==> src/rtl/lenet_layer_scheduler.sv <==
// Sequences the four LeNet layer engines (conv1..conv3, FC), guards each layer with a
// timeout, then scans the ten captured FC scores for the winning class.
module lenet_layer_scheduler #(
  parameter int unsigned DATA_W  = 4,
  parameter int unsigned TIMEOUT = 1023
) (
  input  logic                  clk,
  input  logic                  reset,
  input  logic                  start,
  output logic                  busy,
  output logic [3:0]            layer_start,
  input  logic [3:0]            layer_done,
  output logic [1:0]            cfg_layer,
  input  logic [10*DATA_W-1:0]  score_in,
  output logic                  done,
  output logic [3:0]            class_id,
  output logic [DATA_W-1:0]     class_score,
  output logic                  error
);

  localparam logic [15:0] LP_LAST = 16'(TIMEOUT - 1);

  typedef enum logic [2:0] {StIdle, StLaunch, StWait, StArgmax, StDone} state_e;

  state_e                     r_state;
  state_e                     w_state_nxt;
  logic [1:0]                 r_k;
  logic [15:0]                r_cnt;
  logic [3:0]                 r_idx;
  logic signed [DATA_W-1:0]   r_sc [10];
  logic signed [DATA_W-1:0]   r_best;
  logic [3:0]                 r_best_idx;
  logic [3:0]                 r_class_id;
  logic signed [DATA_W-1:0]   r_class_score;
  logic                       r_error;
  logic signed [DATA_W-1:0]   w_cur;
  logic                       w_take;
  logic                       w_done_k;

  assign w_done_k = layer_done[r_k];
  assign w_cur    = r_sc[r_idx];
  // Strictly-greater replacement keeps the lowest index on ties.
  assign w_take   = (r_idx == 4'd0) || (w_cur > r_best);

  always_ff @(posedge clk) begin
    if (reset) r_state <= StIdle;
    else       r_state <= w_state_nxt;
  end

  always_comb begin
    w_state_nxt = r_state;
    unique case (r_state)
      StIdle:   if (start) w_state_nxt = StLaunch;
      StLaunch: w_state_nxt = StWait;
      StWait: begin
        if (w_done_k)              w_state_nxt = (r_k == 2'd3) ? StArgmax : StLaunch;
        else if (r_cnt == LP_LAST) w_state_nxt = StDone;
      end
      StArgmax: if (r_idx == 4'd9) w_state_nxt = StDone;
      StDone:   w_state_nxt = StIdle;
      default:  w_state_nxt = StIdle;
    endcase
  end

  always_ff @(posedge clk) begin
    if (reset) begin
      r_k           <= 2'd0;
      r_cnt         <= 16'd0;
      r_idx         <= 4'd0;
      r_best        <= '0;
      r_best_idx    <= 4'd0;
      r_class_id    <= 4'd0;
      r_class_score <= '0;
      r_error       <= 1'b0;
      for (int i = 0; i < 10; i++) r_sc[i] <= '0;
    end else begin
      unique case (r_state)
        StIdle: begin
          if (start) begin
            r_k     <= 2'd0;
            r_error <= 1'b0;
          end
        end
        StLaunch: r_cnt <= 16'd0;
        StWait: begin
          if (w_done_k) begin
            if (r_k == 2'd3) begin
              for (int i = 0; i < 10; i++) r_sc[i] <= score_in[i*DATA_W +: DATA_W];
              r_idx <= 4'd0;
            end else begin
              r_k <= r_k + 2'd1;
            end
          end else if (r_cnt == LP_LAST) begin
            r_error       <= 1'b1;
            r_class_id    <= 4'hF;
            r_class_score <= '0;
          end else begin
            r_cnt <= r_cnt + 16'd1;
          end
        end
        StArgmax: begin
          if (w_take) begin
            r_best     <= w_cur;
            r_best_idx <= r_idx;
          end
          r_idx <= r_idx + 4'd1;
          if (r_idx == 4'd9) begin
            r_class_id    <= w_take ? r_idx : r_best_idx;
            r_class_score <= w_take ? w_cur : r_best;
          end
        end
        default: ;
      endcase
    end
  end

  always_comb begin
    busy        = (r_state != StIdle);
    layer_start = 4'b0000;
    cfg_layer   = 2'd0;
    done        = (r_state == StDone);
    unique case (r_state)
      StLaunch: begin
        layer_start = 4'b0001 << r_k;
        cfg_layer   = r_k;
      end
      StWait:           cfg_layer = r_k;
      StArgmax, StDone: cfg_layer = 2'd3;
      default:          cfg_layer = 2'd0;
    endcase
  end

  assign class_id    = r_class_id;
  assign class_score = r_class_score;
  assign error       = r_error;

endmodule

==> config.mk <==
export PLATFORM = sky130hd
export DESIGN_NAME = lenet_layer_scheduler
export DESIGN_NICKNAME = d
export VERILOG_FILES = /design/src/rtl/lenet_layer_scheduler.sv
export SDC_FILE = /design/constraint.sdc
export NUM_CORES = 1
export LEC_CHECK = 0
export ABC_AREA = 1
export CAP_MARGIN = 10
export CORE_MARGIN = 8
export CORE_UTILIZATION = 45
export CTS_BUF_LIST = sky130_fd_sc_hd__clkbuf_16
export CTS_CLUSTER_DIAMETER = 50
export DETAILED_ROUTE_END_ITERATION = 7
export GPL_ROUTABILITY_DRIVEN = 0
export HOLD_SLACK_MARGIN = 0.12
export PLACE_DENSITY = 0.69
export REMOVE_ABC_BUFFERS = 1
export SLEW_MARGIN = 0
export SYNTH_ARGS = -nofsm -noshare
export SYNTH_HDL_FRONTEND = slang
export SYNTH_SLANG_ARGS = --single-unit
==> constraint.sdc <==
create_clock -name clk -period 2.5 [get_ports clk]
set_clock_uncertainty 0.1 [all_clocks]
set_input_delay 0.25 -clock clk [delete_from_list [all_inputs] [get_ports clk]]
set_output_delay 0.25 -clock clk [all_outputs]
set_load 0.005 [all_outputs]
# ---- Word-level counts from Yosys, hierarchy flattened
# Memory sizes are Yosys's and may differ from the RTL's. A register that Yosys moved wholly into a read port is not among the register bits.
# Index checks and enable logic that the tools add are counted.
# W data, S select, Z words.
dict set report word_totals {
  output_inout_bits 17
  word_cells 110
  input_bits 47
  reg_bits 42
  mem_count 1
  ram_bits 40
}
# name depth width read_ports rd_clocked_by_memory_dff wr line
set memory_table {}
lappend memory_table {r_sc 10 4 1 1 10 30} ;# logic signed [DATA_W-1:0] r_sc [10];
dict set report classes {
  shift 1
  order_cmp 2
  muxes 53
  add_sub_neg 3
  bitwise_logic 10
  eq_ne 16
  n_reduce_logical 15
}
# operator n
set ops {}
lappend ops {{$mux W4} 23}
lappend ops {{$mux W16} 2}
lappend ops {{$pmux W16 S2} 1}
lappend ops {{$pmux W4 S2} 3}
lappend ops {{$add A16 B1 Y16 const B} 1}
lappend ops {{$eq A16 B10 Y1 const B} 1}
lappend ops {{$ne A2 B2 Y1 const B} 8}
lappend ops {{$mux W3} 4}
lappend ops {{$pmux W3 S4} 1}
lappend ops {{$reduce_and A4 Y1} 3}
lappend ops {{$mux W1} 11}
lappend ops {{$or A1 B1 Y1} 10}
lappend ops {{$reduce_and A3 Y1} 3}
lappend ops {{$mux W2} 4}
lappend ops {{$pmux W2 S2} 2}
lappend ops {{$eq A3 B2 Y1 const B} 2}
lappend ops {{$reduce_bool A2 Y1} 3}
lappend ops {{$add A4 B1 Y4 const B} 1}
lappend ops {{$eq A4 B4 Y1 const B} 1}
lappend ops {{$gt A4 B4 Y1} 1}
lappend ops {{$logic_not A4 Y1} 1}
lappend ops {{$reduce_or A2 Y1} 2}
lappend ops {{$shl A1 B2 Y4 const A} 1}
lappend ops {{$eq A3 B1 Y1 const B} 1}
lappend ops {{10 further kinds} 10}

# ---- Logic depth before layout (Yosys ltp)
# Gate-level depths: netlist of the first run.
dict set report depth {
  depth_word 7
  ltp_mapped 21
  depth_no_buf 20
}

# ---- Least setup slack after synthesis of the first run
# Ideal clock, no wire load.
dict set report synth_path {
  path_kind {register to register}
  start {register r_state[2]}
  end {memory r_sc[0][0] (enable)}
  t_required_ns 2.006
  arrival_time_ns 1.775
  setup_slack_ns 0.231
  setup_time_ns 0.394
  stages_incl_launch_ff 10
  path_cell_list {dfxtp_1 -> inv_2 -> nand2_4 -> nor2_8 -> nand3_4 -> inv_2 -> nand2_2 -> inv_2 -> nor2_1 -> inv_1}
}
# item line
set synth_lines {}
lappend synth_lines {{start: declaration} 25} ;# state_e r_state;
lappend synth_lines {{start signal: assignment} 46} ;# if (reset) r_state <= StIdle;
lappend synth_lines {{start signal: assignment} 47} ;# else r_state <= w_state_nxt;
lappend synth_lines {{end: declaration} 30}

# ---- Worst setup path after layout of the first run
dict set report layout_path {
  start {register r_state[2]}
  end {output port cfg_layer[0]}
}
dict set report layout_via {
  elab_chain_cells 3
  elab_cells_between_ends 7
  cone_classes {eq/ne: 4; mux: 1; reduce/logical: 2}
}
# item line
set layout_lines {}
lappend layout_lines {{$eq A3 B3 Y1 (tied with other cells)} 122} ;# unique case (r_state)
lappend layout_lines {{$reduce_or A2 Y1, on equally long branches} n/a}
lappend layout_lines {{$pmux W2 S2 *} 122}
lappend layout_lines {{end: declaration} 13} ;# output logic [1:0] cfg_layer,
# Every way passes the cells marked *; elsewhere a longest branch is shown, timed or not.

==> impl_metrics.ini, run 1 <==
[floorplanning]
coreArea_um2 = 10700
fp.dieW_um = 120
num_rows = 38
dieArea_um2 = 14400
initial_core_util_pct = 45.3
ios = 64
die_h_um = 120

[power_and_ir_drop]
swShare_pct = 32.3
powerDensity_nw_per_um2 = 645
p_int_w = 0.00267
peakVddDrop_v = 0.000323
p_comb_share_pct = 26.1
clock_power_share_pct = 33.1
power_leakage_nw = 2.60
finalPower_w = 0.00394
switchingPower_w = 0.00127
pwr-share-seq_pct = 40.8

[clock_tree]
cts_num_sinks = 86
clk_path_buf_depth = 2
clock_latency_ns = 0.35
cts_tree = yes
cts_buffers = 9
cts-root-buf = clkbuf_16
hold_buffers = 0
clk_pin_slew_worst_paths_ns = 0.07
postCtsSetupRepairBufs = 0
htreeDepth = 3

[grt]
grtUsageTotal_pct = 15.0
antenna_found_initial = 0
grt_pass1_wl_um = 17700
grt_pass1_vias = 4057
grt_max_degree = 41
grt-ovfl-total = 0

[worst_setup_path]
crit_path_cell_trace = inv_2 -> nand2_4 -> nor2_8 -> inv_1 -> nand2_1 -> inv_1 -> o21ai_0 -> clkdlybuf4s50_1
worst-path-buf-inv = 4
cp-end-kind = output port
cpMaxStageDelayCell = clkdlybuf4s50_1
cp_max_fo = 10
critPathMaxStageDelay_ns = 0.53
required_ns = 2.15
crit_top_cell = inv_1
path_class = reg2out
arrival_ns = 1.98
worstSetupStartpointType = flip-flop
cp_top_family = buffers and inverters

[route]
dr.pass1.iters = 4
first_iter_violations = 165
vias = 4117
detail_route.wl_per_cell_um = 12.3
routed_wl_um = 10500
drc_errors = 0
antenna_left = 0
routed_via_density = 4.80

[sta]
setup_viol = 0
maxSlewViolCount = 0
fin_ws_ns = 0.174
max_slew_margin_pct = 68.9
hold_viol_final = 0
fin_crit_ns = 2.33
fin_crit_sh_pct = 93.0
fmax_mhz = 430
worst_pin_slew_ns = 0.466
whs_ns = 0.373

[finish]
syn2layout_area_growth_pct = 26.0
final_cells = 858
drive_gt1_share_pct = 18.0
antennaDiodeCount = 0
nets = 773
fin_util_pct = 57.1

[placement]
pre_cts_slack_ns = 0.0750
dp_hpwl_um = 7730
place_inst = 840
port_buffers = 63

[yosys]
avgSynthCellArea_um2 = 7.53
yosys-top-cells-count = nand2_1 (148), inv_1 (119), nor2_1 (62)
synthFlopType = dfxtp_1
synth_most_common_cell = nand2_1
ys_seq_area_share_pct = 43.8
ys_top_cells_by_area = edfxtp_1 (25%), dfxtp_1 (19%), nand2_1 (11%)
netlist_instances = 644
ys_types = 36
yosysTopAreaCellShare_pct = 24.8
ys_seq_elements = 86
yosys.area.top_type = edfxtp_1
postSynth.asyncResetShare_pct = 0
synth_edf_count = 40
ys_warn_count = 0
synth_area_um2 = 4850

[status]
status = complete, no violations

[worst_hold_path]
hp-class = reg2reg

[run]
drv_cap = 0
==> layer usage <==
metal / vias to the layer above / global-route usage, % / part of all wire [%] / wire length (um)
met3: 21 / 2.91 / 3.5 / 369
met1: 1877 / 16.2 / 42 / 4450
li1: 2133 / - / - / -
met5: - / 0 / 0 / 0
met4: 0 / 7.96 / 2.7 / 284
met2: 86 / 27.0 / 51 / 5410
==> cell usage in the layout, fill, tap and decap left out, drive strengths merged <==
master,count
dfxtp,46
a21oi,29
nand2,159
buf,11
ha,13
clkdlybuf4s50,63
o21ai,18
o211ai,1
nor3,2
edfxtp,40
a31oi,4
clkbuf,11
nand3,67
xnor2,1
o21bai,2
a41oi,1
nand4,4
inv,133
or2,2
nor2,105
xor2,6
==> layout make-up <==
cell class | count | area [um2]
inverters | 126 | 478
well taps | 140 | 175
clock buffers | 9 | 225
clock inverters | 7 | 61.3
fillers | 982 | 4590
repair buffers | 76 | 817
multi-input cells | 414 | 2230
flip-flops and latches | 86 | 2130
==> registers in the layout, indices dropped and copies added, names as in the netlist, 2 cells and up, named ones only <==
| name | count |
|---|---|
| r_state | 3 |
| r_cnt | 16 |
| r_best_idx | 4 |
| r_best | 4 |
| r_sc | 40 |
| class_score | 4 |
| class_id | 4 |
| r_k | 2 |
| r_idx | 4 |
==> cells by family after synthesis <==
family                     Yosys count  share of synthesized area (%)
and+or+nand+nor                    339                           33.0
buffers and inverters              144                           12.4
xor gates and xnor gates             7                           1.26
adders and majority gates           13                           3.35
DFF                                 86                           43.8
AOI/OAI and AO/OA                   55                           6.25
==> worst paths after layout <==
kind,to,slack [ns],startpoint,depth (start not counted)
worst max-delay path,cfg_layer[0],0.17,r_state[2],8
worst min-delay path,r_best[3],0.37,r_best[3],2
worst max register to register,class_id[0],0.18,flip-flop,19
worst min register to register,r_best[3],0.37,r_best[3],2
==> power groups by stage <==
stage | clock network [W] | registers (W) | logic (W)
4_1_cts | 0.00133 | 0.00160 | 0.000966
6_report | 0.00131 | 0.00161 | 0.00103
3_3_place_gp | 0 | 0.00163 | 0.000938
2_1_floorplan | 0 | 0.00163 | 0.000559
3_5_place_dp | 0 | 0.00163 | 0.000959
5_1_grt | 0.00139 | 0.00162 | 0.00114
==> tightest hold or removal path, stage by stage, from the launching register on <==
cell	delay [ns]
dfxtp_1	0.31
nand2_1	0.06
a21oi_1	0.06
==> per-stage QoR <==
stage | cell area [um2] | TNS, ns
floorplan | 4720 | -1.58
global placement | 5650 | 0
detailed placement | 5650 | 0
CTS | 5930 | 0
global route | 6110 | -0.0249
finish | 6110 | 0
==> timing repair <==
| item | CTS | global route |
|---|---|---|
| gates resized for setup | 0 | 34 |
| endpoints found under the setup margin | 0 | 16 |
| hold endpoints to repair | 0 | 0 |
No activity file was read; power rests on OpenSTA's default activity.
==> run 2: changes to the inputs <==
--- a/config.mk
+++ b/config.mk
@@ -6,15 +6,14 @@
 export NUM_CORES = 1
 export LEC_CHECK = 0
 export ABC_AREA = 1
-export CAP_MARGIN = 10
 export CORE_MARGIN = 8
-export CORE_UTILIZATION = 45
+export CORE_UTILIZATION = 51
 export CTS_BUF_LIST = sky130_fd_sc_hd__clkbuf_16
 export CTS_CLUSTER_DIAMETER = 50
 export DETAILED_ROUTE_END_ITERATION = 7
 export GPL_ROUTABILITY_DRIVEN = 0
 export HOLD_SLACK_MARGIN = 0.12
-export PLACE_DENSITY = 0.69
+export PLACE_DENSITY = 0.77
 export REMOVE_ABC_BUFFERS = 1
 export SLEW_MARGIN = 0
 export SYNTH_ARGS = -nofsm -noshare
==> impl_metrics.ini, run 2 (synthesis gave the netlist of run 1 again) <==
[status]
status = complete, no violations

[finish]
syn2layout_area_growth_pct = 24.7
largest_register_ffs = 40
mostFrequentLayoutCell = nand2_1
antennaDiodeCount = 0
final_area_um2 = 6050
drive_gt1_share_pct = 16.9
final_cell_mix = nand2_1 (143), inv_1 (118), clkdlybuf4s50_1 (63)
fin_util_pct = 65.4
reg_top3 = r_sc (40), r_cnt (16)
top_register = r_sc
nets = 773

[route]
dr.pass1.iters = 5
routed_wl_um = 11100
drc_errors = 0
first_iter_violations = 279
antenna_left = 0
vias = 4221
routed_via_density = 4.98
detail_route.wl_per_cell_um = 13.1

[worst_setup_path]
rr_worst_depth = 19
cp_max_fo = 7
path_class = reg2reg
worstSetupStartpointType = flip-flop
arrival_ns = 2.48
cp-end-kind = flip-flop
required_ns = 2.63

[floorplanning]
num_rows = 35
fp.dieW_um = 114
dieArea_um2 = 12900
initial_core_util_pct = 52.5
ios = 64
coreArea_um2 = 9240
die_h_um = 114

[sta]
maxSlewViolCount = 0
worst_pin_slew_ns = 0.392
hold_viol_final = 0
setup_tns_ns = 0
fmax_mhz = 425
rsz0062_at_grt = true
setup_viol = 0
fin_crit_sh_pct = 94.1
fin_crit_ns = 2.35
max_slew_margin_pct = 73.8

[grt]
grt_max_degree = 41
antenna_found_initial = 0
grtUsageTotal_pct = 17.3
grt_pass1_wl_um = 18300
grt_pass1_vias = 4093
grt-ovfl-total = 0

[worst_hold_path]
hold_depth = 2
hp-class = reg2reg
min_from = error

[power_and_ir_drop]
powerDensity_nw_per_um2 = 637
power_leakage_nw = 2.59
peakVddDrop_v = 0.000353

[clock_tree]
hold_buffers = 0
htreeDepth = 3
cts_tree = yes
clk_path_buf_depth = 2
cts_num_sinks = 86
clk_pin_slew_worst_paths_ns = 0.06
cts_buffers = 9
cts-root-buf = clkbuf_16
clock_latency_ns = 0.34

[placement]
port_buffers = 63
dp_hpwl_um = 7910
place_area_um2 = 5620

[run]
drv_cap = 0
run 2: changes by cell type in the layout (fill, tap and decap cells not counted), sizes merged:
cell      previous run  this run
inv                133       131
clkinv               0         1
clkinvlp             0         1
run 2: critical path: stages (launching register included):
cell	delay, ns
dfxtp_4	0.38
inv_6	0.05
clkbuf_16	0.14
nand2_1	0.05
nand2_1	0.06
nand2_1	0.06
nand3_1	0.06
nand3_1	0.10
nand2_1	0.10
ha_4	0.28
nand2_1	0.05
nand2_1	0.08
nand2_1	0.06
nand2_1	0.06
nand2_2	0.07
buf_4	0.17
nand3_1	0.10
nand3_1	0.09
nor2_1	0.13
nor2_1	0.06
run 2: worst paths after layout:
check / to / slack, ns
max: class_id[1] / 0.15
max reg2reg: class_id[1] / 0.15
min: error / 0.37
min reg2reg: error / 0.37
run 2: layout make-up:
cell class / count / area, um2
flip-flops and latches: 86 / 2130
fillers: 769 / 3190
clock inverters: 7 / 47.5
well taps: 129 / 161
clock buffers: 9 / 225
inverters: 126 / 480
repair buffers: 76 / 803
multi-input cells: 414 / 2200
run 2: timing repair:
item | in CTS | in global routing
hold endpoints to repair | 0 | 0
gates cloned | 0 | 2
setup endpoints to repair | 1 | 18
pin swaps | 0 | 2
gates resized for setup | 1 | 26
setup buffers | 0 | 0
run 2: where the power goes:
part,switching [W],internal (W)
combinational,0.000591,0.000402
clock,0.000570,0.000677
sequential,0.0000639,0.00155
total,0.00123,0.00263
run 2: routing by layer:
metal	vias up	GRT usage (%)	routed length, um
met1	1959	19.2	4650
met3	17	4.38	543
met2	111	30.7	5690
li1	2134	-	-
met4	0	7.02	208
met5	-	0	0
run 2: through the flow:
stage               cells  hold WS [ns]  total power [W]  setup WS, ns
finish                847         0.367          0.00385         0.147
global route          847         0.375          0.00405       -0.0240
CTS                   845         0.367          0.00381        0.0364
detailed placement    829         0.356          0.00256        0.0235
global placement      829         0.351          0.00254         0.165
floorplan             626         0.212          0.00219        -0.157
==> run 3: changes to the inputs <==
--- a/config.mk
+++ b/config.mk
@@ -6,14 +6,14 @@
 export NUM_CORES = 1
 export LEC_CHECK = 0
 export ABC_AREA = 1
+export CORE_ASPECT_RATIO = 0.8
 export CORE_MARGIN = 8
-export CORE_UTILIZATION = 51
-export CTS_BUF_LIST = sky130_fd_sc_hd__clkbuf_16
+export CORE_UTILIZATION = 56
 export CTS_CLUSTER_DIAMETER = 50
 export DETAILED_ROUTE_END_ITERATION = 7
 export GPL_ROUTABILITY_DRIVEN = 0
 export HOLD_SLACK_MARGIN = 0.12
-export PLACE_DENSITY = 0.77
+export PLACE_DENSITY = 0.83
 export REMOVE_ABC_BUFFERS = 1
 export SLEW_MARGIN = 0
 export SYNTH_ARGS = -nofsm -noshare
==> impl_metrics.ini, run 3 (synthesis gave the netlist of run 1 again) <==
[finish]
reg_top3 = r_sc (40), r_cnt (16)
syn2layout_area_growth_pct = 22.2
largest_register_ffs = 40
nets = 775
mostFrequentLayoutCell = nand2_1
antennaDiodeCount = 0
fin_util_pct = 70.2
final_cell_mix = nand2_1 (144), inv_1 (118), clkdlybuf4s50_1 (63)
drive_gt1_share_pct = 16.8
top_register = r_sc

[worst_setup_path]
required_ns = 2.64
rr_worst_depth = 17
r2r-end = r_best[0]
worstSetupStartpointType = flip-flop
cp-end-kind = flip-flop
crit_top_cell = nand2_1
endpoint = r_best[0]
arrival_ns = 2.66
path_class = reg2reg
r2r_slack_ns = -0.02
crit_path_cell_trace = inv_1 -> nand3_1 -> nand3_1 -> nand3_2 -> nand2_2 -> ha_4 -> nand2_1 -> nand2_1 -> nor2_1 -> nand2_1 -> nand2_2 -> buf_6 -> nand3_1 -> nand2_1 -> inv_1 -> nand2_1 -> a21oi_1
critPathMaxStageDelay_ns = 0.33
cpMaxStageDelayCell = dfxtp_1
cp_max_fo = 8

[sta]
maxSlewViolCount = 0
hold_viol_final = 0
max_slew_margin_pct = 67.1
fin_ws_ns = -0.0188
fmax_mhz = 397
fin_crit_ns = 2.52
worst_pin_slew_ns = 0.492
setup_viol = 3
fin_crit_sh_pct = 101

[route]
detail_route.wl_per_cell_um = 14.4
wl_met3_um = 1040
first_iter_violations = 447
dr.pass1.iters = 5
dr_wl_met2_um = 5570
top_layer = met4
antenna_left = 0
drc_errors = 0
routed_via_density = 5.19
routed_wl_um = 12000
vias = 4316
met1Wirelength_um = 5070

[power_and_ir_drop]
finalPower_w = 0.00365
powerDensity_nw_per_um2 = 615
power_leakage_nw = 2.54
peakVddDrop_v = 0.000386

[floorplanning]
num_rows = 30
coreArea_um2 = 8450
dieArea_um2 = 11900
ios = 64
fp.dieW_um = 120
die_h_um = 99.2
initial_core_util_pct = 57.4

[grt]
grt_pass1_wl_um = 19500
grt_pass1_vias = 4129
grt_max_degree = 41
grtUsageTotal_pct = 20.0
antenna_found_initial = 0
grt-ovfl-total = 0

[clock_tree]
clk_path_buf_depth = 2
cts_num_sinks = 86
cts_buffers = 9
cts-root-buf = clkbuf_8
clk_pin_slew_worst_paths_ns = 0.08
htreeDepth = 3
clock_latency_ns = 0.36
cts_tree = yes
hold_buffers = 0

[run]
drv_cap = 0

[placement]
port_buffers = 63
dp_hpwl_um = 8530

[status]
violations = setup timing
status = finished, violations left

[worst_hold_path]
hp-class = reg2reg
-- run 3: changes by cell type in the layout (fill, tap and decap cells not counted), moves of 2 or more --
cell / previous run / this run
nand2_2: 13 / 11
clkbuf_8: 0 / 10
clkbuf_16: 11 / 0
inv_6: 3 / 1
buf_6: 2 / 4
buf_4: 6 / 9
-- run 3: how the worst min path moves through the flow --
stage                     start       end  slack, ns  cells after the start
after floorplan           reset  r_cnt[2]       0.21                      1
after global placement    error     error       0.35                      2
after detailed placement  error     error       0.36                      2
after CTS                 error     error       0.37                      2
after global routing      error     error       0.41                      2
final                     error     error       0.37                      2
-- run 3: metal layers --
layer	track usage (%)	up-vias
met1	25.7	1953
met5	0	-
met4	8.33	0
met2	31.5	197
li1	-	2132
met3	4.81	34
-- run 3: through the flow --
stage | TNS [ns] | area (um2) | worst slack [ns] | std cells | hold slack, ns
6_report | -0.0274 | 5930 | -0.0188 | 831 | 0.372
5_1_grt | -0.861 | 5930 | -0.0883 | 831 | 0.411
4_1_cts | 0 | 5800 | 0.00671 | 828 | 0.369
3_5_place_dp | 0 | 5610 | 0.0638 | 813 | 0.358
3_3_place_gp | 0 | 5610 | 0.211 | 813 | 0.349
2_1_floorplan | -1.58 | 4720 | -0.157 | 626 | 0.212
-- run 3: power by group --
group | internal [W] | total, W | switching (W)
Sequential | 0.00155 | 0.00161 | 0.0000659
Clock | 0.000485 | 0.000985 | 0.000500
Combinational | 0.000412 | 0.00105 | 0.000636
-- run 3: area by class of cell --
type / instances / area [um2]
Fill cell: 664 / 2520
Multi-Input combinational cell: 414 / 2200
Sequential cell: 86 / 2130
Timing Repair Buffer: 78 / 783
Inverter: 126 / 475
Tap cell: 112 / 140
Clock buffer: 10 / 138
Clock inverter: 5 / 58.8
-- run 3: worst max-delay path: cells and delay by family (launching register included) --
family                   cells  cell delay (ns)
AND/OR/NAND/NOR             12             1.24
buffers and inverters        3             0.47
AO/OA/AOI/OAI                1             0.07
adder cells (fa/ha/maj)      1             0.21
flip-flops                   1             0.33
-- run 3: repair_timing --
action	4_1_cts	5_1_grt
gates resized for setup	0	24
endpoints found under the setup margin	0	18
setup buffers	0	3
hold endpoints to repair	0	0
